--- src/rtl/pusch_re_pkg.sv ---
// Shared types and helpers for the PUSCH resource-element grid mapper.
package pusch_re_pkg;

    localparam int unsigned RB_SC = 12;

    typedef enum logic [1:0] {
        IDLE     = 2'd0,
        SYM_SEL  = 2'd1,
        MAP_DMRS = 2'd2,
        MAP_DATA = 2'd3
    } state_t;

    // Number of sign bits prepended to a DMRS sample to reach the grid sample width.
    function automatic int unsigned sext_pad(input int unsigned iq_w, input int unsigned dmrs_w);
        return iq_w - dmrs_w;
    endfunction

    // Comb phase width; a comb of 1 still needs a one-bit phase register.
    function automatic int unsigned ph_width(input int unsigned comb);
        return (comb > 1) ? $clog2(comb) : 1;
    endfunction

endpackage

--- src/rtl/pusch_re_grid_mapper_if.sv ---
// Config, DMRS/data input streams and grid-RAM write port of the RE mapper.
interface pusch_re_grid_mapper_if #(
    parameter int unsigned IQ_W   = 18,
    parameter int unsigned DMRS_W = 9,
    parameter int unsigned SC_W   = 11,
    parameter int unsigned ADDR_W = 15,
    parameter int unsigned N_SYM  = 14,
    parameter int unsigned PH_W   = 1
);
    logic                 cfg_start;
    logic [SC_W-1:0]      n_sc;
    logic [6:0]           n_rb;
    logic [3:0]           sym_start;
    logic [3:0]           sym_end;
    logic [N_SYM-1:0]     dmrs_mask;
    logic [PH_W-1:0]      comb_off;

    logic [DMRS_W-1:0]    dmrs_i;
    logic [DMRS_W-1:0]    dmrs_q;
    logic                 dmrs_valid;
    logic                 dmrs_ready;

    logic [IQ_W-1:0]      data_i;
    logic [IQ_W-1:0]      data_q;
    logic                 data_valid;
    logic                 data_ready;

    logic [IQ_W-1:0]      re_i;
    logic [IQ_W-1:0]      re_q;
    logic                 re_valid;
    logic [ADDR_W-1:0]    re_addr;
    logic                 sym_done;
    logic                 map_done;
    logic                 busy;
    logic                 cfg_err;

    modport master (
        output cfg_start, n_sc, n_rb, sym_start, sym_end, dmrs_mask, comb_off,
        output dmrs_i, dmrs_q, dmrs_valid, data_i, data_q, data_valid,
        input  dmrs_ready, data_ready,
        input  re_i, re_q, re_valid, re_addr, sym_done, map_done, busy, cfg_err
    );

    modport slave (
        input  cfg_start, n_sc, n_rb, sym_start, sym_end, dmrs_mask, comb_off,
        input  dmrs_i, dmrs_q, dmrs_valid, data_i, data_q, data_valid,
        output dmrs_ready, data_ready,
        output re_i, re_q, re_valid, re_addr, sym_done, map_done, busy, cfg_err
    );
endinterface

--- src/rtl/re_comb_ctr.sv ---
// Subcarrier counter with a parallel mod-COMB phase counter for DMRS tooth detection.
module re_comb_ctr #(
    parameter int unsigned SC_W = 11,
    parameter int unsigned COMB = 2,
    parameter int unsigned PH_W = 1
) (
    input  logic            clk,
    input  logic            rst,
    input  logic            load_i,
    input  logic            adv_i,
    input  logic [SC_W-1:0] n_sc_i,
    input  logic [SC_W-1:0] last_i,
    input  logic [PH_W-1:0] comb_off_i,
    output logic [SC_W-1:0] sc_o,
    output logic            is_tooth_o,
    output logic            is_last_o
);
    logic [SC_W-1:0] sc_q;
    logic [PH_W-1:0] ph_q;

    // Phase tracks (sc - n_sc) mod COMB by wrapping instead of dividing.
    always_ff @(posedge clk or posedge rst) begin
        if (rst) begin
            sc_q <= '0;
            ph_q <= '0;
        end else if (load_i) begin
            sc_q <= n_sc_i;
            ph_q <= '0;
        end else if (adv_i) begin
            sc_q <= sc_q + SC_W'(1);
            ph_q <= (ph_q == PH_W'(COMB - 1)) ? '0 : ph_q + PH_W'(1);
        end
    end

    assign sc_o       = sc_q;
    assign is_tooth_o = (COMB == 1) ? 1'b1 : (ph_q == comb_off_i);
    assign is_last_o  = (sc_q == last_i);

endmodule

--- src/rtl/pusch_re_grid_mapper.sv ---
// PUSCH RE mapper: walks one slot's allocation symbol by symbol and emits grid-RAM writes.
module pusch_re_grid_mapper
    import pusch_re_pkg::*;
#(
    parameter int unsigned IQ_W       = 18,
    parameter int unsigned DMRS_W     = 9,
    parameter int unsigned N_SC_TOTAL = 1200,
    parameter int unsigned N_SYM      = 14,
    parameter int unsigned COMB       = 2,
    parameter int unsigned SC_W       = 11,
    parameter int unsigned ADDR_W     = 15
) (
    input  logic               CLK_RE,
    input  logic               RST_RE,
    pusch_re_grid_mapper_if.slave bus
);
    localparam int unsigned PH_W   = ph_width(COMB);
    localparam int unsigned CHK_W  = SC_W + 1;
    localparam int unsigned SYM_W  = 4;
    localparam int unsigned MASK_W = 1 << SYM_W;
    localparam int unsigned PAD_W  = sext_pad(IQ_W, DMRS_W);

    state_t              state_q;
    logic [SC_W-1:0]     n_sc_q;
    logic [SC_W-1:0]     last_q;
    logic [SYM_W-1:0]    sym_q;
    logic [SYM_W-1:0]    sym_end_q;
    logic [MASK_W-1:0]   mask_q;
    logic [PH_W-1:0]     comb_off_q;
    logic [ADDR_W-1:0]   base_q;

    logic [IQ_W-1:0]     re_i_q;
    logic [IQ_W-1:0]     re_q_q;
    logic                re_valid_q;
    logic [ADDR_W-1:0]   re_addr_q;
    logic                sym_done_q;
    logic                map_done_q;
    logic                busy_q;
    logic                cfg_err_q;

    logic [CHK_W-1:0]    end_c;
    logic                cfg_bad_c;
    logic                load_c;
    logic                adv_c;
    logic                dmrs_ready_c;
    logic                data_ready_c;
    logic [IQ_W-1:0]     smp_i_c;
    logic [IQ_W-1:0]     smp_q_c;
    logic [SC_W-1:0]     sc_c;
    logic                is_tooth_c;
    logic                is_last_c;

    re_comb_ctr #(
        .SC_W (SC_W),
        .COMB (COMB),
        .PH_W (PH_W)
    ) u_comb_ctr (
        .clk        (CLK_RE),
        .rst        (RST_RE),
        .load_i     (load_c),
        .adv_i      (adv_c),
        .n_sc_i     (n_sc_q),
        .last_i     (last_q),
        .comb_off_i (comb_off_q),
        .sc_o       (sc_c),
        .is_tooth_o (is_tooth_c),
        .is_last_o  (is_last_c)
    );

    // Config legality, stream handshakes and the sample that a given RE will carry.
    always_comb begin
        end_c        = CHK_W'(bus.n_sc) + CHK_W'(bus.n_rb) * CHK_W'(RB_SC);
        cfg_bad_c    = (end_c > CHK_W'(N_SC_TOTAL)) || (bus.n_rb == 7'd0) ||
                       (bus.sym_end < bus.sym_start) || (32'(bus.sym_end) >= 32'(N_SYM));
        load_c       = (state_q == SYM_SEL);
        dmrs_ready_c = (state_q == MAP_DMRS) && is_tooth_c;
        data_ready_c = (state_q == MAP_DATA);
        adv_c        = ((state_q == MAP_DMRS) && (!is_tooth_c || bus.dmrs_valid)) ||
                       (data_ready_c && bus.data_valid);
        smp_i_c      = '0;
        smp_q_c      = '0;
        if (data_ready_c) begin
            smp_i_c = bus.data_i;
            smp_q_c = bus.data_q;
        end else if (dmrs_ready_c) begin
            smp_i_c = {{PAD_W{bus.dmrs_i[DMRS_W-1]}}, bus.dmrs_i};
            smp_q_c = {{PAD_W{bus.dmrs_q[DMRS_W-1]}}, bus.dmrs_q};
        end
    end

    always_ff @(posedge CLK_RE or posedge RST_RE) begin
        if (RST_RE) begin
            state_q    <= IDLE;
            n_sc_q     <= '0;
            last_q     <= '0;
            sym_q      <= '0;
            sym_end_q  <= '0;
            mask_q     <= '0;
            comb_off_q <= '0;
            base_q     <= '0;
            re_i_q     <= '0;
            re_q_q     <= '0;
            re_valid_q <= 1'b0;
            re_addr_q  <= '0;
            sym_done_q <= 1'b0;
            map_done_q <= 1'b0;
            busy_q     <= 1'b0;
            cfg_err_q  <= 1'b0;
        end else begin
            re_valid_q <= 1'b0;
            sym_done_q <= 1'b0;
            map_done_q <= 1'b0;
            cfg_err_q  <= 1'b0;
            unique case (state_q)
                IDLE: begin
                    if (bus.cfg_start) begin
                        if (cfg_bad_c) begin
                            cfg_err_q <= 1'b1;
                        end else begin
                            n_sc_q     <= bus.n_sc;
                            last_q     <= SC_W'(end_c - CHK_W'(1));
                            sym_q      <= bus.sym_start;
                            sym_end_q  <= bus.sym_end;
                            mask_q     <= MASK_W'(bus.dmrs_mask);
                            comb_off_q <= bus.comb_off;
                            busy_q     <= 1'b1;
                            state_q    <= SYM_SEL;
                        end
                    end
                end
                SYM_SEL: begin
                    base_q  <= ADDR_W'(sym_q) * ADDR_W'(N_SC_TOTAL);
                    state_q <= mask_q[sym_q] ? MAP_DMRS : MAP_DATA;
                end
                MAP_DMRS, MAP_DATA: begin
                    if (adv_c) begin
                        re_valid_q <= 1'b1;
                        re_addr_q  <= base_q + ADDR_W'(sc_c);
                        re_i_q     <= smp_i_c;
                        re_q_q     <= smp_q_c;
                        if (is_last_c) begin
                            sym_done_q <= 1'b1;
                            if (sym_q == sym_end_q) begin
                                map_done_q <= 1'b1;
                                busy_q     <= 1'b0;
                                state_q    <= IDLE;
                            end else begin
                                sym_q   <= sym_q + SYM_W'(1);
                                state_q <= SYM_SEL;
                            end
                        end
                    end
                end
                default: state_q <= IDLE;
            endcase
        end
    end

    assign bus.dmrs_ready = dmrs_ready_c;
    assign bus.data_ready = data_ready_c;
    assign bus.re_i       = re_i_q;
    assign bus.re_q       = re_q_q;
    assign bus.re_valid   = re_valid_q;
    assign bus.re_addr    = re_addr_q;
    assign bus.sym_done   = sym_done_q;
    assign bus.map_done   = map_done_q;
    assign bus.busy       = busy_q;
    assign bus.cfg_err    = cfg_err_q;

endmodule

--- src/flat_wrapper.sv ---
// flat-port wrapper written by rule: the top's interface ports become plain ports
module pusch_re_grid_mapper_flat import pusch_re_pkg::*;
#(
    parameter int unsigned IQ_W       = 18,
    parameter int unsigned DMRS_W     = 9,
    parameter int unsigned N_SC_TOTAL = 1200,
    parameter int unsigned N_SYM      = 14,
    parameter int unsigned COMB       = 2,
    parameter int unsigned SC_W       = 11,
    parameter int unsigned ADDR_W     = 15
)
  (CLK_RE, RST_RE, bus_cfg_start, bus_n_sc, bus_n_rb, bus_sym_start, bus_sym_end, bus_dmrs_mask, bus_comb_off, bus_dmrs_i, bus_dmrs_q, bus_dmrs_valid, bus_data_i, bus_data_q, bus_data_valid, bus_dmrs_ready, bus_data_ready, bus_re_i, bus_re_q, bus_re_valid, bus_re_addr, bus_sym_done, bus_map_done, bus_busy, bus_cfg_err);
  pusch_re_grid_mapper_if #(.IQ_W(IQ_W), .DMRS_W(DMRS_W), .SC_W(SC_W), .ADDR_W(ADDR_W), .N_SYM(N_SYM), .PH_W((1))) bus_i ();
  input  logic CLK_RE;
  input  logic RST_RE;
  input wire logic [$bits(bus_i.cfg_start)-1:0] bus_cfg_start;
  input wire logic [$bits(bus_i.n_sc)-1:0] bus_n_sc;
  input wire logic [$bits(bus_i.n_rb)-1:0] bus_n_rb;
  input wire logic [$bits(bus_i.sym_start)-1:0] bus_sym_start;
  input wire logic [$bits(bus_i.sym_end)-1:0] bus_sym_end;
  input wire logic [$bits(bus_i.dmrs_mask)-1:0] bus_dmrs_mask;
  input wire logic [$bits(bus_i.comb_off)-1:0] bus_comb_off;
  input wire logic [$bits(bus_i.dmrs_i)-1:0] bus_dmrs_i;
  input wire logic [$bits(bus_i.dmrs_q)-1:0] bus_dmrs_q;
  input wire logic [$bits(bus_i.dmrs_valid)-1:0] bus_dmrs_valid;
  input wire logic [$bits(bus_i.data_i)-1:0] bus_data_i;
  input wire logic [$bits(bus_i.data_q)-1:0] bus_data_q;
  input wire logic [$bits(bus_i.data_valid)-1:0] bus_data_valid;
  output wire logic [$bits(bus_i.dmrs_ready)-1:0] bus_dmrs_ready;
  output wire logic [$bits(bus_i.data_ready)-1:0] bus_data_ready;
  output wire logic [$bits(bus_i.re_i)-1:0] bus_re_i;
  output wire logic [$bits(bus_i.re_q)-1:0] bus_re_q;
  output wire logic [$bits(bus_i.re_valid)-1:0] bus_re_valid;
  output wire logic [$bits(bus_i.re_addr)-1:0] bus_re_addr;
  output wire logic [$bits(bus_i.sym_done)-1:0] bus_sym_done;
  output wire logic [$bits(bus_i.map_done)-1:0] bus_map_done;
  output wire logic [$bits(bus_i.busy)-1:0] bus_busy;
  output wire logic [$bits(bus_i.cfg_err)-1:0] bus_cfg_err;
  assign bus_i.cfg_start = bus_cfg_start;
  assign bus_i.n_sc = bus_n_sc;
  assign bus_i.n_rb = bus_n_rb;
  assign bus_i.sym_start = bus_sym_start;
  assign bus_i.sym_end = bus_sym_end;
  assign bus_i.dmrs_mask = bus_dmrs_mask;
  assign bus_i.comb_off = bus_comb_off;
  assign bus_i.dmrs_i = bus_dmrs_i;
  assign bus_i.dmrs_q = bus_dmrs_q;
  assign bus_i.dmrs_valid = bus_dmrs_valid;
  assign bus_i.data_i = bus_data_i;
  assign bus_i.data_q = bus_data_q;
  assign bus_i.data_valid = bus_data_valid;
  assign bus_dmrs_ready = bus_i.dmrs_ready;
  assign bus_data_ready = bus_i.data_ready;
  assign bus_re_i = bus_i.re_i;
  assign bus_re_q = bus_i.re_q;
  assign bus_re_valid = bus_i.re_valid;
  assign bus_re_addr = bus_i.re_addr;
  assign bus_sym_done = bus_i.sym_done;
  assign bus_map_done = bus_i.map_done;
  assign bus_busy = bus_i.busy;
  assign bus_cfg_err = bus_i.cfg_err;
  pusch_re_grid_mapper #(.IQ_W(IQ_W), .DMRS_W(DMRS_W), .N_SC_TOTAL(N_SC_TOTAL), .N_SYM(N_SYM), .COMB(COMB), .SC_W(SC_W), .ADDR_W(ADDR_W)) u_core (.CLK_RE(CLK_RE), .RST_RE(RST_RE), .bus(bus_i));
endmodule
--- config.mk ---
export PLATFORM = sky130hd
export DESIGN_NAME = pusch_re_grid_mapper_flat
export DESIGN_NICKNAME = d
export VERILOG_FILES = /design/src/rtl/pusch_re_pkg.sv /design/src/rtl/pusch_re_grid_mapper_if.sv /design/src/rtl/re_comb_ctr.sv /design/src/rtl/pusch_re_grid_mapper.sv /design/src/flat_wrapper.sv
export SDC_FILE = /design/constraint.sdc
export NUM_CORES = 1
export LEC_CHECK = 0
export ABC_CLOCK_PERIOD_IN_PS = 5000
export BUFFER_PORTS_ARGS = -buffer_cell sky130_fd_sc_hd__buf_2
export CORE_UTILIZATION = 55
export CTS_CLUSTER_DIAMETER = 30
export DETAILED_ROUTE_END_ITERATION = 16
export GPL_TIMING_DRIVEN = 1
export PLACE_DENSITY = 0.9
export SLEW_MARGIN = 25
export SYNTH_ARGS = -nofsm -noshare
export SYNTH_HDL_FRONTEND = slang
export SYNTH_SLANG_ARGS = --single-unit
--- constraint.sdc ---
create_clock -name CLK_RE -period 5 [get_ports CLK_RE]
set_input_delay 0.5 -clock CLK_RE [delete_from_list [all_inputs] [get_ports CLK_RE]]
set_output_delay 0.5 -clock CLK_RE [all_outputs]
set_load 0.005 [all_outputs]
==> impl_metrics.prom, run 1 <==
# TYPE chip_impl_metric gauge
chip_impl_metric{name="avgRoutedWirePerCell",unit="um"} 16.03
chip_impl_metric{name="number_of_global_route_vias_before_repair",unit=""} 5721
chip_impl_metric{name="antenna_left",unit=""} 0
chip_impl_info{name="cpLargestDelayFamily",value="compound AO/OA/AOI/OAI gates"} 1
chip_impl_info{name="worst_path_max_delay_cell",value="buf_4"} 1
chip_impl_metric{name="arrival_time_of_data_at_the_critical_path_endpoint",unit="ps"} 4160
chip_impl_metric{name="gp_routability_congestion",unit=""} 0.8598
chip_impl_metric{name="fmaxAchievable",unit="MHz"} 258.5
chip_impl_metric{name="synth.lib_cells_used.distinct",unit=""} 67
chip_impl_info{name="critical_path.cell_chain",value="buf_2 > ha_1 > a21o_1 > a21oi_1 > nor2_1 > o21ai_0 > nand2b_1 > xnor2_1 > ha_1 > inv_1 > or3_1 > o211ai_1 > a21oi_2 > and3_4 > o21ai_4 > buf_4 > mux2_4"} 1
chip_impl_metric{name="ys_seq_elements",unit=""} 126
chip_impl_info{name="holdCritPathClass",value="input port to async pin"} 1
chip_impl_info{name="worst_setup_path_startpoint",value="bus_n_rb[1]"} 1
chip_impl_metric{name="first_pass_grt_wire_length",unit="um"} 27120
chip_impl_metric{name="vdd_drop_max",unit="V"} 0.0002535
chip_impl_metric{name="grt_start_max_net_pins",unit=""} 98
chip_impl_metric{name="totalNegativeSetupSlack",unit="ps"} 0
chip_impl_metric{name="via_count",unit=""} 6018
chip_impl_info{name="worstSetupStartpointType",value="input port"} 1
chip_impl_metric{name="grt_util_all_layers",unit=""} 0.2586
chip_impl_metric{name="detailedPlacementHpwl",unit="um"} 12200
chip_impl_metric{name="final_period_minus_worst_setup_slack",unit="ps"} 3869
chip_impl_metric{name="postSynthNetCount",unit=""} 883
chip_impl_metric{name="io_pins",unit=""} 158
chip_impl_info{name="status",value="completed"} 1
chip_impl_metric{name="timing.slew.headroom",unit=""} 0.4282
chip_impl_metric{name="tightest_slew",unit="ps"} 857.6
chip_impl_metric{name="grt_overflow_total",unit=""} 0
chip_impl_metric{name="worst_path_clk_slew",unit="ps"} 50
chip_impl_info{name="synth-main-ff-cell",value="dfrtp_1"} 1
chip_impl_info{name="synth_top_cells_by_area",value="dfrtp_1 43%, ha_1 7.6%, mux2_4 5.4%"} 1
chip_impl_info{name="end_kind",value="flop"} 1
chip_impl_metric{name="io_buffers",unit=""} 157
chip_impl_metric{name="power.leakage",unit="nW"} 4.386
chip_impl_metric{name="cp_num_buf_inv",unit=""} 3
chip_impl_metric{name="fin_total_pwr",unit="W"} 0.004568
chip_impl_metric{name="fillerInstances",unit=""} 964
chip_impl_metric{name="setup_repair_bufs_after_cts",unit=""} 0
chip_impl_metric{name="post_synth_inst_count",unit=""} 735
chip_impl_metric{name="skew_final",unit="ps"} 5.030
chip_impl_metric{name="ctsResizeCount",unit=""} 0
chip_impl_metric{name="share_of_cells_above_drive_strength_1",unit=""} 0.2718
chip_impl_metric{name="nets",unit=""} 1029
chip_impl_metric{name="netlist_area",unit="um2"} 7249
chip_impl_metric{name="cts_hold_buf",unit=""} 0
chip_impl_metric{name="drt-vias-per-instance",unit=""} 5.645
chip_impl_metric{name="core",unit="um2"} 12720
chip_impl_metric{name="dr.pass1.iters",unit=""} 5
chip_impl_info{name="path_common_cell",value="ha_1"} 1
chip_impl_metric{name="cts_made_buffers",unit=""} 17
chip_impl_metric{name="critical_path_peak_fanout",unit=""} 36
chip_impl_metric{name="setup_violations",unit=""} 0
chip_impl_metric{name="antenna_cells",unit=""} 0
chip_impl_metric{name="cts_num_sinks",unit=""} 126
chip_impl_metric{name="period_share",unit=""} 0.7738
chip_impl_metric{name="synth_async_sr_flop_share",unit=""} 1.000
chip_impl_metric{name="area_growth_syn_to_layout",unit="%"} 20.87
chip_impl_metric{name="dieHeight",unit="um"} 116.8
chip_impl_info{name="rsz0062_at_grt",value="false"} 1
chip_impl_metric{name="drt_drc_violations_left",unit=""} 0
chip_impl_metric{name="start_util",unit=""} 0.5698
chip_impl_metric{name="die-width",unit="um"} 116.8
chip_impl_metric{name="rows",unit=""} 41
chip_impl_info{name="cell_chosen_for_the_clock_root",value="clkbuf_16"} 1
chip_impl_info{name="layout_commonest_cell",value="buf_2"} 1
chip_impl_metric{name="htreeDepth",unit=""} 4
chip_impl_metric{name="timing.critical_path.required",unit="ps"} 5290
chip_impl_metric{name="number_of_hold_slack_violations_in_the_final_timing_report",unit=""} 0
chip_impl_info{name="tritoncts_clock_tree",value="yes"} 1
chip_impl_info{name="type_of_the_setup_path_with_the_least_slack",value="input port to flop"} 1
chip_impl_metric{name="die_area",unit="um2"} 13640
chip_impl_metric{name="post-route-worst-setup-slack",unit="ps"} 1131
chip_impl_metric{name="yosysWarningCount",unit=""} 0
chip_impl_metric{name="clk_path_buf_depth",unit=""} 2
chip_impl_metric{name="finalMaxSlewViolations",unit=""} 0
chip_impl_metric{name="clk-insertion-delay-late",unit="ps"} 410
chip_impl_metric{name="post-synth-top-area-fraction",unit=""} 0.4349
chip_impl_metric{name="totalWireLength",unit="um"} 17090
chip_impl_info{name="layout_common_cells",value="157 x buf_2, 126 x dfrtp_1, 94 x nand2_1"} 1
chip_impl_metric{name="max_cap_violation_count",unit=""} 0
chip_impl_metric{name="number_of_synthesized_flops_with_an_enable_pin",unit=""} 0
chip_impl_metric{name="pre_cts_slack",unit="ps"} 705.2
chip_impl_info{name="yosys.area.top_type",value="dfrtp_1"} 1
chip_impl_metric{name="cell_area_power_density",unit="nW/um2"} 521.3
chip_impl_metric{name="drtIter0Drc",unit=""} 409
chip_impl_metric{name="grt_antenna_before_repair",unit=""} 0
chip_impl_info{name="critical_path.reg2reg.startpoint",value="u_core.state_q[0]"} 1
chip_impl_metric{name="slowest_stage_delay_cp",unit="ps"} 390
chip_impl_metric{name="synth.avg_cell_area",unit="um2"} 9.863
chip_impl_metric{name="synth_sequential_area_ratio",unit=""} 0.4349
sequential cells by signal, summed over array words and instances, names as in the netlist:
name and cells:
u_core.n_sc_q 11, u_core.u_comb_ctr.sc_o 11, u_core.bus.map_done 1, u_core.sym_end_q 4, u_core.bus.cfg_err 1, u_core.mask_q 14
u_core.last_q 11, u_core.bus.sym_done 1, u_core.sym_q 4, u_core.bus.busy 1, u_core.bus.re_valid 1, u_core.bus.re_q 18
u_core.bus.re_i 18, u_core.u_comb_ctr.ph_q 1, u_core.comb_off_q 1, u_core.bus.re_addr 15, u_core.state_q 2, u_core.base_q 11
where the power goes:
group	switching (W)	total, W	leakage (nW)	internal [W]
Clock	0.000425	0.00122	0.283	0.000797
Sequential	0.000293	0.00168	1.63	0.00138
Combinational	0.000906	0.00167	2.47	0.000762
Total	0.00162	0.00457	4.39	0.00294
cells in the mapped netlist (2+ instances only):
cell       instances
nor3b_1            5
nor2b_1            7
mux2_2             4
a21boi_0           2
xor2_1            16
nor4b_1            2
o21ai_0           65
a31oi_1            6
o311ai_0           6
nor3_1             4
or3b_1             2
a21o_1             7
a21oi_1           37
buf_6              3
clkbuf_1          25
o21ai_1            4
a221o_1            4
mux4_2             3
inv_1             35
and4_1             2
a211oi_1           6
fa_1               4
nand3_1           13
o31ai_1            2
nand2b_1           9
nor4_1             2
xnor2_1           29
ha_1              44
nand2_1           94
nor2_1            60
nand4_1            2
o211ai_1           4
buf_1              5
o21bai_1           2
o2111ai_1          3
mux2_4            26
a221oi_1          16
or2_2              2
and2_1             4
and3_1            10
buf_2              5
mux2i_1            4
dfrtp_1          126
through the flow:
step,hold WS (ps),cells,cell area (um2),utilization
after floorplan,449.7,735,7249,-
after global placement,454.8,1034,8157,0.6411
after detailed placement,465.3,1034,8157,0.6411
after CTS,64.46,1066,8762,0.6887
after global routing,85.19,1066,8762,0.6887
final,60.67,1066,8762,0.6887
final cells by class:
cell class	instances	area, um2	share of cell area
flip-flops and latches	126	3153	0.3598
repair buffers	165	845.8	0.09653
clock inverters	9	107.6	0.01228
well taps	172	215.2	0.02456
clock buffers	23	498.0	0.05683
inverters	36	137.6	0.01571
multi-input cells	535	3805	0.4342
worst paths after layout:
| check | end | slack (ps) | cells past startpoint |
|---|---|---|---|
| worst max-delay path | u_core.n_sc_q[10] | 1130 | 17 |
| worst min-delay path | u_core.bus.re_i[7] | 60 | 2 |
| worst max register to register | u_core.u_comb_ctr.sc_o[9] | 1840 | 6 |
| worst min register to register | u_core.bus.re_addr[10] | 470 | 2 |
| max in group asynchronous | u_core.mask_q[13] | 3860 | 3 |
| min in group CLK_RE | u_core.last_q[0] | 330 | 2 |
cell families after synthesis:
kind of cell	after synthesis	share of synthesized area
AOI/OAI and AO/OA	179	0.1622
xor gates and xnor gates	45	0.05437
adders and majority gates	48	0.08699
buffers and inverters	74	0.04228
DFF	126	0.4349
muxes	37	0.07490
and+or+nand+nor	226	0.1443
metal layers:
metal | GRT usage | vias to the layer above | routed length [um]
met5 | 0 | - | 0
met4 | 0.09367 | 0 | 325
met3 | 0.05613 | 31 | 1208
met2 | 0.4600 | 266 | 8567
met1 | 0.3089 | 2844 | 6988
li1 | - | 2877 | -
Power figures use the tool's default switching activity.
==> run 2, diff against run 1 <==
--- a/config.mk
+++ b/config.mk
@@ -5,7 +5,7 @@
 export SDC_FILE = /design/constraint.sdc
 export NUM_CORES = 1
 export LEC_CHECK = 0
-export ABC_CLOCK_PERIOD_IN_PS = 5000
+export ABC_CLOCK_PERIOD_IN_PS = 3970
 export BUFFER_PORTS_ARGS = -buffer_cell sky130_fd_sc_hd__buf_2
 export CORE_UTILIZATION = 55
 export CTS_CLUSTER_DIAMETER = 30
==> constraint.sdc (replaced) <==
create_clock -name CLK_RE -period 3.97 [get_ports CLK_RE]
set_input_delay 0.397 -clock CLK_RE [delete_from_list [all_inputs] [get_ports CLK_RE]]
set_output_delay 0.397 -clock CLK_RE [all_outputs]
set_load 0.005 [all_outputs]
==> impl_metrics.prom, run 2 (synthesis gave the netlist of run 1 again) <==
# TYPE chip_impl_metric gauge
chip_impl_metric{name="antenna_left",unit=""} 0
chip_impl_metric{name="cts_num_sinks",unit=""} 126
chip_impl_metric{name="vdd_drop_max",unit="V"} 0.0003027
chip_impl_metric{name="core",unit="um2"} 12720
chip_impl_metric{name="cts_hold_buf",unit=""} 0
chip_impl_metric{name="period_share",unit=""} 0.9114
chip_impl_metric{name="timing.hold.ws",unit="ps"} 52.90
chip_impl_metric{name="pre_cts_slack",unit="ps"} -17.91
chip_impl_metric{name="final_period_minus_worst_setup_slack",unit="ps"} 3618
chip_impl_metric{name="die_area",unit="um2"} 13640
chip_impl_info{name="cell_chosen_for_the_clock_root",value="clkbuf_16"} 1
chip_impl_metric{name="cell_area_power_density",unit="nW/um2"} 658.3
chip_impl_metric{name="nets",unit=""} 1036
chip_impl_metric{name="drtIter0Drc",unit=""} 383
chip_impl_metric{name="cts_made_buffers",unit=""} 17
chip_impl_metric{name="clk-insertion-delay-late",unit="ps"} 410
chip_impl_metric{name="start_util",unit=""} 0.5698
chip_impl_info{name="worstSetupStartpointType",value="input port"} 1
chip_impl_metric{name="dr.pass1.iters",unit=""} 5
chip_impl_metric{name="grt_util_all_layers",unit=""} 0.2611
chip_impl_metric{name="totalNegativeSetupSlack",unit="ps"} 0
chip_impl_metric{name="timing.slew.headroom",unit=""} 0.4278
chip_impl_metric{name="drt_drc_violations_left",unit=""} 0
chip_impl_metric{name="die-width",unit="um"} 116.8
chip_impl_metric{name="number_of_hold_slack_violations_in_the_final_timing_report",unit=""} 0
chip_impl_metric{name="share_of_cells_above_drive_strength_1",unit=""} 0.2752
chip_impl_metric{name="area_growth_syn_to_layout",unit="%"} 22.21
chip_impl_metric{name="antenna_cells",unit=""} 0
chip_impl_info{name="layout_common_cells",value="157 x buf_2, 126 x dfrtp_1, 94 x nand2_1"} 1
chip_impl_info{name="worst_setup_path_startpoint",value="bus_n_rb[0]"} 1
chip_impl_metric{name="drt-vias-per-instance",unit=""} 5.527
chip_impl_metric{name="clk_path_buf_depth",unit=""} 2
chip_impl_info{name="holdCritPathClass",value="input port to async pin"} 1
chip_impl_metric{name="max_cap_violation_count",unit=""} 0
chip_impl_metric{name="finalMaxSlewViolations",unit=""} 0
chip_impl_metric{name="power.leakage",unit="nW"} 4.447
chip_impl_metric{name="fmaxAchievable",unit="MHz"} 276.4
chip_impl_metric{name="tightest_slew",unit="ps"} 858.3
chip_impl_metric{name="arrival_time_of_data_at_the_critical_path_endpoint",unit="ps"} 3910
chip_impl_metric{name="number_of_global_route_vias_before_repair",unit=""} 5601
chip_impl_metric{name="htreeDepth",unit=""} 4
chip_impl_info{name="tritoncts_clock_tree",value="yes"} 1
chip_impl_metric{name="setup_repair_bufs_after_cts",unit=""} 0
chip_impl_metric{name="first_pass_grt_wire_length",unit="um"} 27000
chip_impl_info{name="type_of_the_setup_path_with_the_least_slack",value="input port to flop"} 1
chip_impl_metric{name="grt_antenna_before_repair",unit=""} 0
chip_impl_metric{name="via_count",unit=""} 5931
chip_impl_info{name="status",value="completed"} 1
chip_impl_metric{name="gp_routability_congestion",unit=""} 0.8664
chip_impl_metric{name="setup_violations",unit=""} 0
chip_impl_metric{name="post-route-worst-setup-slack",unit="ps"} 351.7
chip_impl_info{name="end_kind",value="flop"} 1
chip_impl_metric{name="rows",unit=""} 41
chip_impl_metric{name="skew_final",unit="ps"} 7.697
chip_impl_metric{name="avgRoutedWirePerCell",unit="um"} 15.60
chip_impl_metric{name="critical_path_peak_fanout",unit=""} 34
chip_impl_metric{name="worst_path_clk_slew",unit="ps"} 50
chip_impl_metric{name="dieHeight",unit="um"} 116.8
chip_impl_metric{name="ctsResizeCount",unit=""} 0
chip_impl_metric{name="detailedPlacementHpwl",unit="um"} 12380
chip_impl_info{name="rsz0062_at_grt",value="false"} 1
chip_impl_metric{name="timing.critical_path.required",unit="ps"} 4260
chip_impl_info{name="layout_commonest_cell",value="buf_2"} 1
chip_impl_metric{name="io_pins",unit=""} 158
chip_impl_metric{name="grt_overflow_total",unit=""} 0
chip_impl_metric{name="grt_start_max_net_pins",unit=""} 76
chip_impl_metric{name="utilization",unit=""} 0.6964
chip_impl_metric{name="worstRegToRegCells",unit=""} 12
chip_impl_metric{name="totalWireLength",unit="um"} 16730
chip_impl_metric{name="io_buffers",unit=""} 157
chip_impl_info{name="critical_path.reg2reg.startpoint",value="u_core.sym_q[2]"} 1
run 2: cell types whose count changed in the layout (fill, tap and decap cells not counted):
cell and change:
bufinv_16 +2, buf_4 +5, clkbuf_1 +2, clkinvlp_4 -2, clkbuf_8 -3, clkinv_4 +1, buf_12 +2
run 2: through the flow:
step / instances / area [um2] / total power, W
floorplan: 735 / 7249 / 0.003463
global placement: 1041 / 8234 / 0.004112
detailed placement: 1041 / 8234 / 0.004210
CTS: 1073 / 8860 / 0.005864
global route: 1073 / 8860 / 0.006256
finish: 1073 / 8860 / 0.005833
run 2: power by group:
group | leakage (nW) | total [W] | internal (W) | switching [W]
clock network | 0.296 | 0.00162 | 0.00108 | 0.000537
logic | 2.52 | 0.00210 | 0.000981 | 0.00112
registers | 1.63 | 0.00212 | 0.00174 | 0.000372
total | 4.45 | 0.00583 | 0.00381 | 0.00203
run 2: cell type report:
class / count / area, um2
Clock buffer: 22 / 464.2
Clock inverter: 10 / 161.4
Fill cell: 954 / 3862
Inverter: 36 / 137.6
Multi-Input combinational cell: 535 / 3805
Sequential cell: 126 / 3153
Tap cell: 172 / 215.2
Timing Repair Buffer: 172 / 923.4
run 2: path summary, 6_finish.rpt:
| check | end | slack, ps |
|---|---|---|
| setup / recovery | u_core.n_sc_q[6] | 350 |
| hold / removal | u_core.bus.re_q[5] | 50 |
| setup reg to reg | u_core.base_q[13] | 1090 |
| hold reg to reg | u_core.bus.re_addr[0] | 470 |
| max in group asynchronous | u_core.bus.re_addr[11] | 2960 |
| min in group CLK_RE | u_core.mask_q[5] | 210 |
run 2: worst max-delay path, stage by stage:
cell      delay [ps]
buf_2            120
ha_1             220
fa_1             410
a21oi_1          140
nor2_1            50
nor2_1           140
inv_1             60
a21oi_1          160
nor2_1            60
nor2_1           120
xnor2_1          130
ha_1             320
a31oi_1          230
nand3_1          100
a211oi_1         350
and3_4           280
o21ai_4           80
buf_12           180
mux2_4           320
run 2: layer usage:
metal	track usage	up-vias	share of wire
met3	0.06591	36	0.076
met4	0.08608	0	0.020
li1	-	2896	-
met5	0	-	0
met1	0.3170	2747	0.41
met2	0.4552	252	0.49
